==> src/rtl/alu_seq_handshake.sv <==
// Clocked ALU with valid/ready handshakes on both sides, registered result/flags,
// and an iterative shift-add multiplier that occupies the block for WIDTH cycles.
module alu_seq_handshake #(
  parameter int WIDTH   = 16,
  parameter int SHIFT_W = $clog2(WIDTH) + 1
) (
  input  logic               clk,
  input  logic               rst,
  input  logic               in_valid,
  output logic               in_ready,
  input  logic [3:0]         opcode,
  input  logic [WIDTH-1:0]   input1,
  input  logic [WIDTH-1:0]   input2,
  input  logic [SHIFT_W-1:0] shiftValue,
  output logic               out_valid,
  input  logic               out_ready,
  output logic [WIDTH-1:0]   result,
  output logic               carryFlag,
  output logic               zeroFlag,
  output logic               overFlowFlag
);

  localparam int CNT_W = $clog2(WIDTH + 1);

  typedef enum logic [3:0] {
    OP_ADD   = 4'd0,
    OP_SUB   = 4'd1,
    OP_AND   = 4'd2,
    OP_OR    = 4'd3,
    OP_SGE   = 4'd4,
    OP_SLL   = 4'd5,
    OP_MUL   = 4'd6,
    OP_SGT   = 4'd7,
    OP_PASSB = 4'd8
  } op_e;

  typedef enum logic {
    S_IDLE,
    S_MUL_BUSY
  } state_e;

  state_e             state_q;
  logic [CNT_W-1:0]   count_q;
  logic [2*WIDTH-1:0] mul_a_q;
  logic [2*WIDTH-1:0] prod_q;
  logic [WIDTH-1:0]   mul_b_q;
  logic [WIDTH-1:0]   result_q;
  logic               carry_q;
  logic               zero_q;
  logic               ovf_q;
  logic               out_valid_q;

  logic               slot_free;
  logic               accept;
  logic               mul_step;
  logic               mul_last;
  logic [2*WIDTH-1:0] prod_d;

  logic [WIDTH-1:0]   alu_r;
  logic               alu_c;
  logic               alu_v;
  logic [WIDTH:0]     wide;

  // NOTE: in_ready looks at out_ready combinationally so a result can drain and a new op enter in the same cycle.
  assign slot_free = ~out_valid_q | out_ready;
  assign in_ready  = (state_q == S_IDLE) & slot_free;
  assign accept    = in_valid & in_ready;

  // The final shift-add step and the output load share one edge, giving latency WIDTH+1.
  assign mul_step = (count_q != CNT_W'(WIDTH));
  assign mul_last = (count_q >= CNT_W'(WIDTH - 1));
  assign prod_d   = (mul_step & mul_b_q[0]) ? prod_q + mul_a_q : prod_q;

  // NOTE: every variable gets a default at the top of always_comb so no path can infer a latch.
  always_comb begin
    alu_r = '0;
    alu_c = 1'b0;
    alu_v = 1'b0;
    wide  = '0;
    case (opcode)
      OP_ADD: begin
        wide  = {1'b0, input1} + {1'b0, input2};
        alu_r = wide[WIDTH-1:0];
        alu_c = wide[WIDTH];
        alu_v = (input1[WIDTH-1] == input2[WIDTH-1]) && (alu_r[WIDTH-1] != input1[WIDTH-1]);
      end
      OP_SUB: begin
        wide  = {1'b0, input1} - {1'b0, input2};
        alu_r = wide[WIDTH-1:0];
        alu_c = wide[WIDTH];
        alu_v = (input1[WIDTH-1] != input2[WIDTH-1]) && (alu_r[WIDTH-1] != input1[WIDTH-1]);
      end
      OP_AND:   alu_r = input1 & input2;
      OP_OR:    alu_r = input1 | input2;
      OP_SGE:   alu_r = {{(WIDTH-1){1'b0}}, ($signed(input1) >= $signed(input2))};
      OP_SGT:   alu_r = {{(WIDTH-1){1'b0}}, ($signed(input1) > $signed(input2))};
      OP_PASSB: alu_r = input2;
      OP_SLL: begin
        // Bit WIDTH of the extended shift is the last bit shifted out; shifts past WIDTH yield zero.
        wide  = {1'b0, input1} << shiftValue;
        alu_r = wide[WIDTH-1:0];
        alu_c = wide[WIDTH];
      end
      default: ;
    endcase
  end

  // NOTE: sequential state uses non-blocking assignments only; reset is synchronous, sampled on the clock edge.
  always_ff @(posedge clk) begin
    if (rst) begin
      state_q     <= S_IDLE;
      count_q     <= '0;
      mul_a_q     <= '0;
      mul_b_q     <= '0;
      prod_q      <= '0;
      result_q    <= '0;
      carry_q     <= 1'b0;
      zero_q      <= 1'b0;
      ovf_q       <= 1'b0;
      out_valid_q <= 1'b0;
    end else begin
      if (out_valid_q && out_ready) out_valid_q <= 1'b0;
      case (state_q)
        S_IDLE: begin
          if (accept) begin
            if (opcode == OP_MUL) begin
              mul_a_q <= {{WIDTH{1'b0}}, input1};
              mul_b_q <= input2;
              prod_q  <= '0;
              count_q <= '0;
              state_q <= S_MUL_BUSY;
            end else begin
              result_q    <= alu_r;
              carry_q     <= alu_c;
              zero_q      <= (alu_r == '0);
              ovf_q       <= alu_v;
              out_valid_q <= 1'b1;
            end
          end
        end
        S_MUL_BUSY: begin
          if (mul_step) begin
            prod_q  <= prod_d;
            mul_a_q <= mul_a_q << 1;
            mul_b_q <= mul_b_q >> 1;
            count_q <= count_q + CNT_W'(1);
          end
          // With the output slot occupied the finished product waits here (count parked at WIDTH).
          if (mul_last && slot_free) begin
            result_q    <= prod_d[WIDTH-1:0];
            carry_q     <= |prod_d[2*WIDTH-1:WIDTH];
            zero_q      <= (prod_d[WIDTH-1:0] == '0);
            ovf_q       <= 1'b0;
            out_valid_q <= 1'b1;
            state_q     <= S_IDLE;
          end
        end
      endcase
    end
  end

  assign out_valid    = out_valid_q;
  assign result       = result_q;
  assign carryFlag    = carry_q;
  assign zeroFlag     = zero_q;
  assign overFlowFlag = ovf_q;

endmodule

==> config.mk <==
export PLATFORM = sky130hd
export DESIGN_NAME = alu_seq_handshake
export DESIGN_NICKNAME = d
export VERILOG_FILES = /design/src/rtl/alu_seq_handshake.sv
export SDC_FILE = /design/constraint.sdc
export NUM_CORES = 1
export LEC_CHECK = 0
export CORE_MARGIN = 1.5
export CORE_UTILIZATION = 60
export DETAILED_ROUTE_END_ITERATION = 10
export PLACE_DENSITY = 0.81
export REMOVE_ABC_BUFFERS = 1
export SYNTH_ARGS = -nofsm -noshare
export SYNTH_HDL_FRONTEND = slang
export SYNTH_SLANG_ARGS = --single-unit
export TNS_END_PERCENT = 30
==> constraint.sdc <==
create_clock -name clk -period 7.25 [get_ports clk]
set_input_delay 1.8125 -clock clk [delete_from_list [all_inputs] [get_ports clk]]
set_output_delay 1.8125 -clock clk [all_outputs]
set_load 0.01 [all_outputs]
==> impl_metrics.tcl, run 1 <==
set metrics [dict create \
    outcome "completed" \
    ys_top_cells_by_area "dfxtp_1 (22%), ha_1 (12%), a21oi_1 (7.3%)" \
    critical_path.top_delay_family "compound AO/OA/AOI/OAI gates" \
    layout.cells.non_filler 1486 \
    avgSynthCellArea_um2 7.50 \
    drt_wl_total_mm 30.0 \
    ff2ff_setup_slack_ps 3360 \
    first_global_vias 8855 \
    area_growth_from_synthesis_to_layout_pct 10.5 \
    finalNetCount 1406 \
    max-cap-violations 0 \
    timing.critical_path.required_ps 7510 \
    dp_slack_ps 1560 \
    critPathMaxStageDelay_ps 730 \
    grt_setup_unrepaired "no" \
    initial_utilization 0.617 \
    drive_above_1_share 0.0518 \
    tritoncts_clock_tree "yes" \
    worst_slew_margin_rel 0.198 \
    synth_flop_cell "dfxtp_1" \
    power.ir.vdd_worst_v 0.000124 \
    report.power.total_mw 1.50 \
    global_route_met1_utilization 0.521 \
    clock-root-buffer "clkbuf_16" \
    drc 0 \
    cts_inserted_buffers 9 \
    busiest_layer_in_global_routing "met2" \
    library_cell_occupying_the_most_area_in_the_post_synthesis_netlist "dfxtp_1" \
    coreArea_um2 15300 \
    dp_hpwl_mm 22.2 \
    worstPathCellList "clkdlybuf4s50_1 > inv_1 > ha_1 > nor4_1 > o21ai_1 > nor3b_4 > o21bai_2 > a2111o_1 > a21oi_1 > o41ai_1 > or3_1 > nor4_2 > a211o_1" \
    grt-ovfl-total 0 \
    dpl_cell_area_um2 10100 \
    timing.critical_path.depth 13 \
    rr_startpoint "mul_a_q[0]" \
    syn_inst 1259 \
    clkSinkCount 106 \
    final_min_period_over_clock_period 0.741 \
    drtIter0Drc 1180 \
    clkLatencyLatePin_ps 360 \
    row_count 45 \
    r2r-end "carryFlag" \
    worst_hold_path_type "register to register" \
    synthArstFlopShare 0 \
    clock_path_buffers 2 \
    first_pass_grt_wire_length_mm 47.2 \
    ant_nets 0 \
    layout.cells.most_common "nor2_1" \
    worstPathMaxFanout 10 \
    timing.clock.skew_ps 7.51 \
    sum_of_buffers_and_inverters_on_the_critical_path 2 \
    power_per_cell_area_nw_per_um2 144 \
    synth_seq_cells 106 \
    clock_tree.htree_level_count 3 \
    report.final.setup_viol 0 \
    drt_pass1_iterations 8 \
    fin_worst_hold_slack_ps 478 \
    globalRouteMet3Util 0.0744 \
    cts.hold.buffers_added 0 \
    category_of_the_worst_setup_path_launch_point "input pin" \
    fill_cells 1360 \
    synth_top_area_frac 0.225 \
    dpl.cell_count 1470 \
    vias_per_cell 6.55 \
    grt_antenna_before_repair 0 \
    grt_util_all_layers 0.362 \
    final-hold-violation-count 0 \
    r2r_cells 13 \
    worst_setup_path_end_kind "register" \
    worst_slack_ps 1870 \
    finish.utilization 0.681 \
    synth_sequential_area_ratio 0.225 \
    timing.critical_path.from "input1[7]" \
    route.vias.total 9739 \
    postCtsSetupBuffers 0 \
    criticalPathCategory "input pin to register" \
    post_cts_resized 0 \
    post_drt_wl_per_cell_um 20.2 \
    critical_path_sink "zeroFlag" \
    syn_area_um2 9450 \
    most_frequent_cells_in_the_layout "nor2_1 (159), a21oi_1 (138), nand2_1 (114), dfxtp_1 (105), ha_1 (88)" \
    dieWidth_um 128 \
    final_cell_area_um2 10400 \
    design.die.area_um2 16500 \
    met2_routing_resource_usage_after_global_routing 0.544 \
    arrival_ps 5640 \
    ios 66 \
    worstMarginPinSlew_ps 1200 \
    cts.reportedPaths.clkPinSlew_ps 80 \
    timing.fmax_ghz 0.186 \
    critical-path-slowest-cell "clkdlybuf4s50_1" \
    gpl.final_weighted_congestion 1.03 \
    num_antenna_cells 0 \
    synth_cell_types 87 \
    yosys_warnings 0 \
    numPortBuffers 65 \
    power.leakage_nw 4.12 \
    grt_max_degree 99 \
    synth_enable_flop_cells 0 \
    min_period_ps 5380 \
    timing.final.max_slew_violations 0 \
    tns_ps 0 \
    die_y_um 128 \
]
[sequential cells by signal, indices dropped and copies added, names as in the netlist]
| name | count |
|---|---|
| out_valid | 1 |
| mul_a_q | 32 |
| prod_q | 32 |
| count_q | 5 |
| result | 16 |
| state_q | 1 |
| overFlowFlag | 1 |
| carryFlag | 1 |
| mul_b_q | 16 |
| zeroFlag | 1 |
[metal layers]
layer,wire [um],part of all wire
met2,12800,0.43
met4,690,0.023
met5,0,0
met3,2790,0.093
met1,13700,0.46
[worst min path at each step]
stage           startpoint          end  cells after the start
2_1_floorplan  mul_b_q[15]  mul_b_q[15]                      2
3_3_place_gp    result[13]   result[13]                      2
5_1_grt         result[13]   result[13]                      2
6_report       mul_a_q[23]  mul_a_q[24]                      2
4_1_cts        mul_a_q[23]  mul_a_q[24]                      2
3_5_place_dp   mul_a_q[17]  mul_a_q[18]                      2
[cells by family (layout without fill, tap and decap cells)]
kind of cell,Yosys count,count (layout),synth area share
buffers and inverters,139,155,0.0592
AO/OA/AOI/OAI,406,406,0.284
XOR/XNOR,37,37,0.0343
flip-flops,106,106,0.225
multiplexers,54,54,0.0665
adder cells (fa/ha/maj),91,91,0.123
AND/OR/NAND/NOR,426,426,0.208
[power breakdown]
part	total, mW	switching [mW]	internal, mW
clock network	0.503	0.258	0.244
logic	0.389	0.239	0.151
registers	0.612	0.0134	0.599
[synthesized netlist by cell type, types with 14 or more instances]
cell	number
nand2_1	115
a21oi_1	138
a21o_1	18
nor2_1	159
a22oi_1	23
nor4_1	14
inv_1	55
mux2i_1	47
ha_1	88
xor2_1	14
dfxtp_1	106
clkbuf_1	55
a211oi_1	41
o21ai_0	48
nor3_1	26
xnor2_1	23
nand3_1	33
[worst reg2reg max path, delay by kind of cell (launching register included)]
family	cells	cell delay [ps]
adder cells (fa/ha/maj)	2	700
AO/OA/AOI/OAI	8	2010
multiplexers	1	270
AND/OR/NAND/NOR	1	330
flip-flops	1	340
XOR/XNOR	1	100
[layout make-up]
| class | count | area, um2 | share of cell area |
|---|---|---|---|
| clock buffers | 9 | 225 | 0.0216 |
| clock inverters | 7 | 68.8 | 0.00659 |
| inverters | 61 | 229 | 0.0219 |
| multi-input cells | 1014 | 6780 | 0.650 |
| flip-flops and latches | 106 | 2120 | 0.203 |
| well taps | 211 | 264 | 0.0253 |
| repair buffers | 78 | 746 | 0.0715 |
Note: power is estimated with default switching activity, not from simulation.
==> inputs of run 2 (changes only) <==
clock period = 5.2 ns   (was 7.25 ns; I/O delays follow)
==> run 2 against run 1 <==
  * Routed wire length rose by 4.8%
  * Critical path type unchanged
  * Via count grew 2.7%
  * Non-clock buffer count grew 28
  * Global-route usage increased by 2.2 points
  * Sequential power is 40% higher
==> impl_metrics.tcl, run 2 (same netlist as run 1, synthesis figures left out) <==
set metrics [dict create \
    worst_slew_margin_rel 0.262 \
    grt_max_degree 93 \
    layout.cells.non_filler 1514 \
    num_antenna_cells 0 \
    timing.critical_path.required_ps 5500 \
    numPortBuffers 65 \
    drtIter0Drc 978 \
    criticalPathCategory "input pin to register" \
    power_per_cell_area_nw_per_um2 201 \
    drt_pass1_iterations 9 \
    power.ir.vdd_worst_v 0.000181 \
    tns_ps 0 \
    dpl.cell_count 1498 \
    final_cell_area_um2 10700 \
    worst_setup_path_end_kind "register" \
    drive_above_1_share 0.0721 \
    post_drt_wl_per_cell_um 20.8 \
    power.leakage_nw 4.27 \
    clock_path_buffers 2 \
    timing.critical_path.from "input1[1]" \
    hold_path_startpoint "mul_a_q[18]" \
    dieWidth_um 128 \
    cts_inserted_buffers 9 \
    final-hold-violation-count 0 \
    clock_tree.htree_level_count 3 \
    timing.fmax_ghz 0.217 \
    coreArea_um2 15300 \
    tritoncts_clock_tree "yes" \
    worstPathMaxFanout 10 \
    area.sequential_um2 2120 \
    finish.utilization 0.697 \
    dp_slack_ps 317 \
    gpl.final_weighted_congestion 1.03 \
    outcome "completed" \
    grt_antenna_before_repair 0 \
    report.power.total_mw 2.15 \
    clkSinkCount 106 \
    timing.clock.skew_ps 8.03 \
    grt-ovfl-total 0 \
    finalNetCount 1434 \
    drc 0 \
    arrival_ps 4900 \
    design.die.area_um2 16500 \
    ant_nets 0 \
    post_cts_resized 0 \
    cts.hold.buffers_added 0 \
    category_of_the_worst_setup_path_launch_point "input pin" \
    most_frequent_cells_in_the_layout "nor2_1 (159), a21oi_1 (138), nand2_1 (114), dfxtp_1 (105), ha_1 (88)" \
    reg.largest.list "mul_a_q x32, prod_q x32" \
    max-cap-violations 0 \
    ios 66 \
    dp_hpwl_mm 23.5 \
    timing.final.max_slew_violations 0 \
    area_growth_from_synthesis_to_layout_pct 13.0 \
    die_y_um 128 \
    multi_input_gate_area_in_the_final_layout_um2 6780 \
    final_min_period_over_clock_period 0.885 \
    first_pass_grt_wire_length_mm 49.7 \
    postCtsSetupBuffers 0 \
    grt_setup_unrepaired "no" \
    row_count 45 \
    min_period_ps 4600 \
    clkLatencyLatePin_ps 360 \
    fin_worst_hold_slack_ps 478 \
    clock-root-buffer "clkbuf_16" \
    worst_slack_ps 600 \
    dpl_cell_area_um2 10400 \
    worstMarginPinSlew_ps 1100 \
    cts.reportedPaths.clkPinSlew_ps 70 \
    rr_startpoint "mul_a_q[0]" \
    report.final.setup_viol 0 \
    drt_wl_total_mm 31.4 \
    worst_hold_path_type "register to register" \
    grt_util_all_layers 0.385 \
    vias_per_cell 6.61 \
    route.vias.total 10000 \
    initial_utilization 0.617 \
    first_global_vias 9105 \
    fill_cells 1353 \
    layout.cells.most_common "nor2_1" \
]
==> run 2: path summary, 6_finish.rpt <==
| check | end | slack [ps] | cells after the start |
|---|---|---|---|
| max | overFlowFlag | 600 | 14 |
| min | mul_a_q[19] | 480 | 2 |
| max reg2reg | carryFlag | 1570 | 13 |
| min reg2reg | mul_a_q[19] | 480 | 2 |
==> run 2: routing by layer <==
layer | part of all wire | up-vias | track usage
met5 | 0 | - | 0
met4 | 0.024 | 0 | 0.108
met3 | 0.098 | 69 | 0.0732
met2 | 0.43 | 558 | 0.590
met1 | 0.45 | 4691 | 0.551
li1 | - | 4684 | -
==> run 2: cell type report <==
class,count,area share
repair buffers,106,0.0907
flip-flops and latches,106,0.199
well taps,211,0.0247
clock inverters,6,0.00680
clock buffers,10,0.0224
inverters,61,0.0214
multi-input cells,1014,0.635
==> run 2: where the power goes <==
part | internal (mW) | switching [mW] | leakage [nW]
Clock | 0.394 | 0.333 | 0.155
Combinational | 0.224 | 0.341 | 3.25
Sequential | 0.835 | 0.0194 | 0.860
Total | 1.45 | 0.693 | 4.27
==> run 2: critical path: stages <==
cell and delay, ps:
clkdlybuf4s50_1 770, inv_1 100, ha_1 350, o21ba_1 220, o211ai_1 220, a211o_1 240, nand4_1 150, a31oi_1 310
a21oi_1 120, o21bai_1 250, nand3_1 110, o311a_1 130, a2111oi_0 450, a31o_1 160
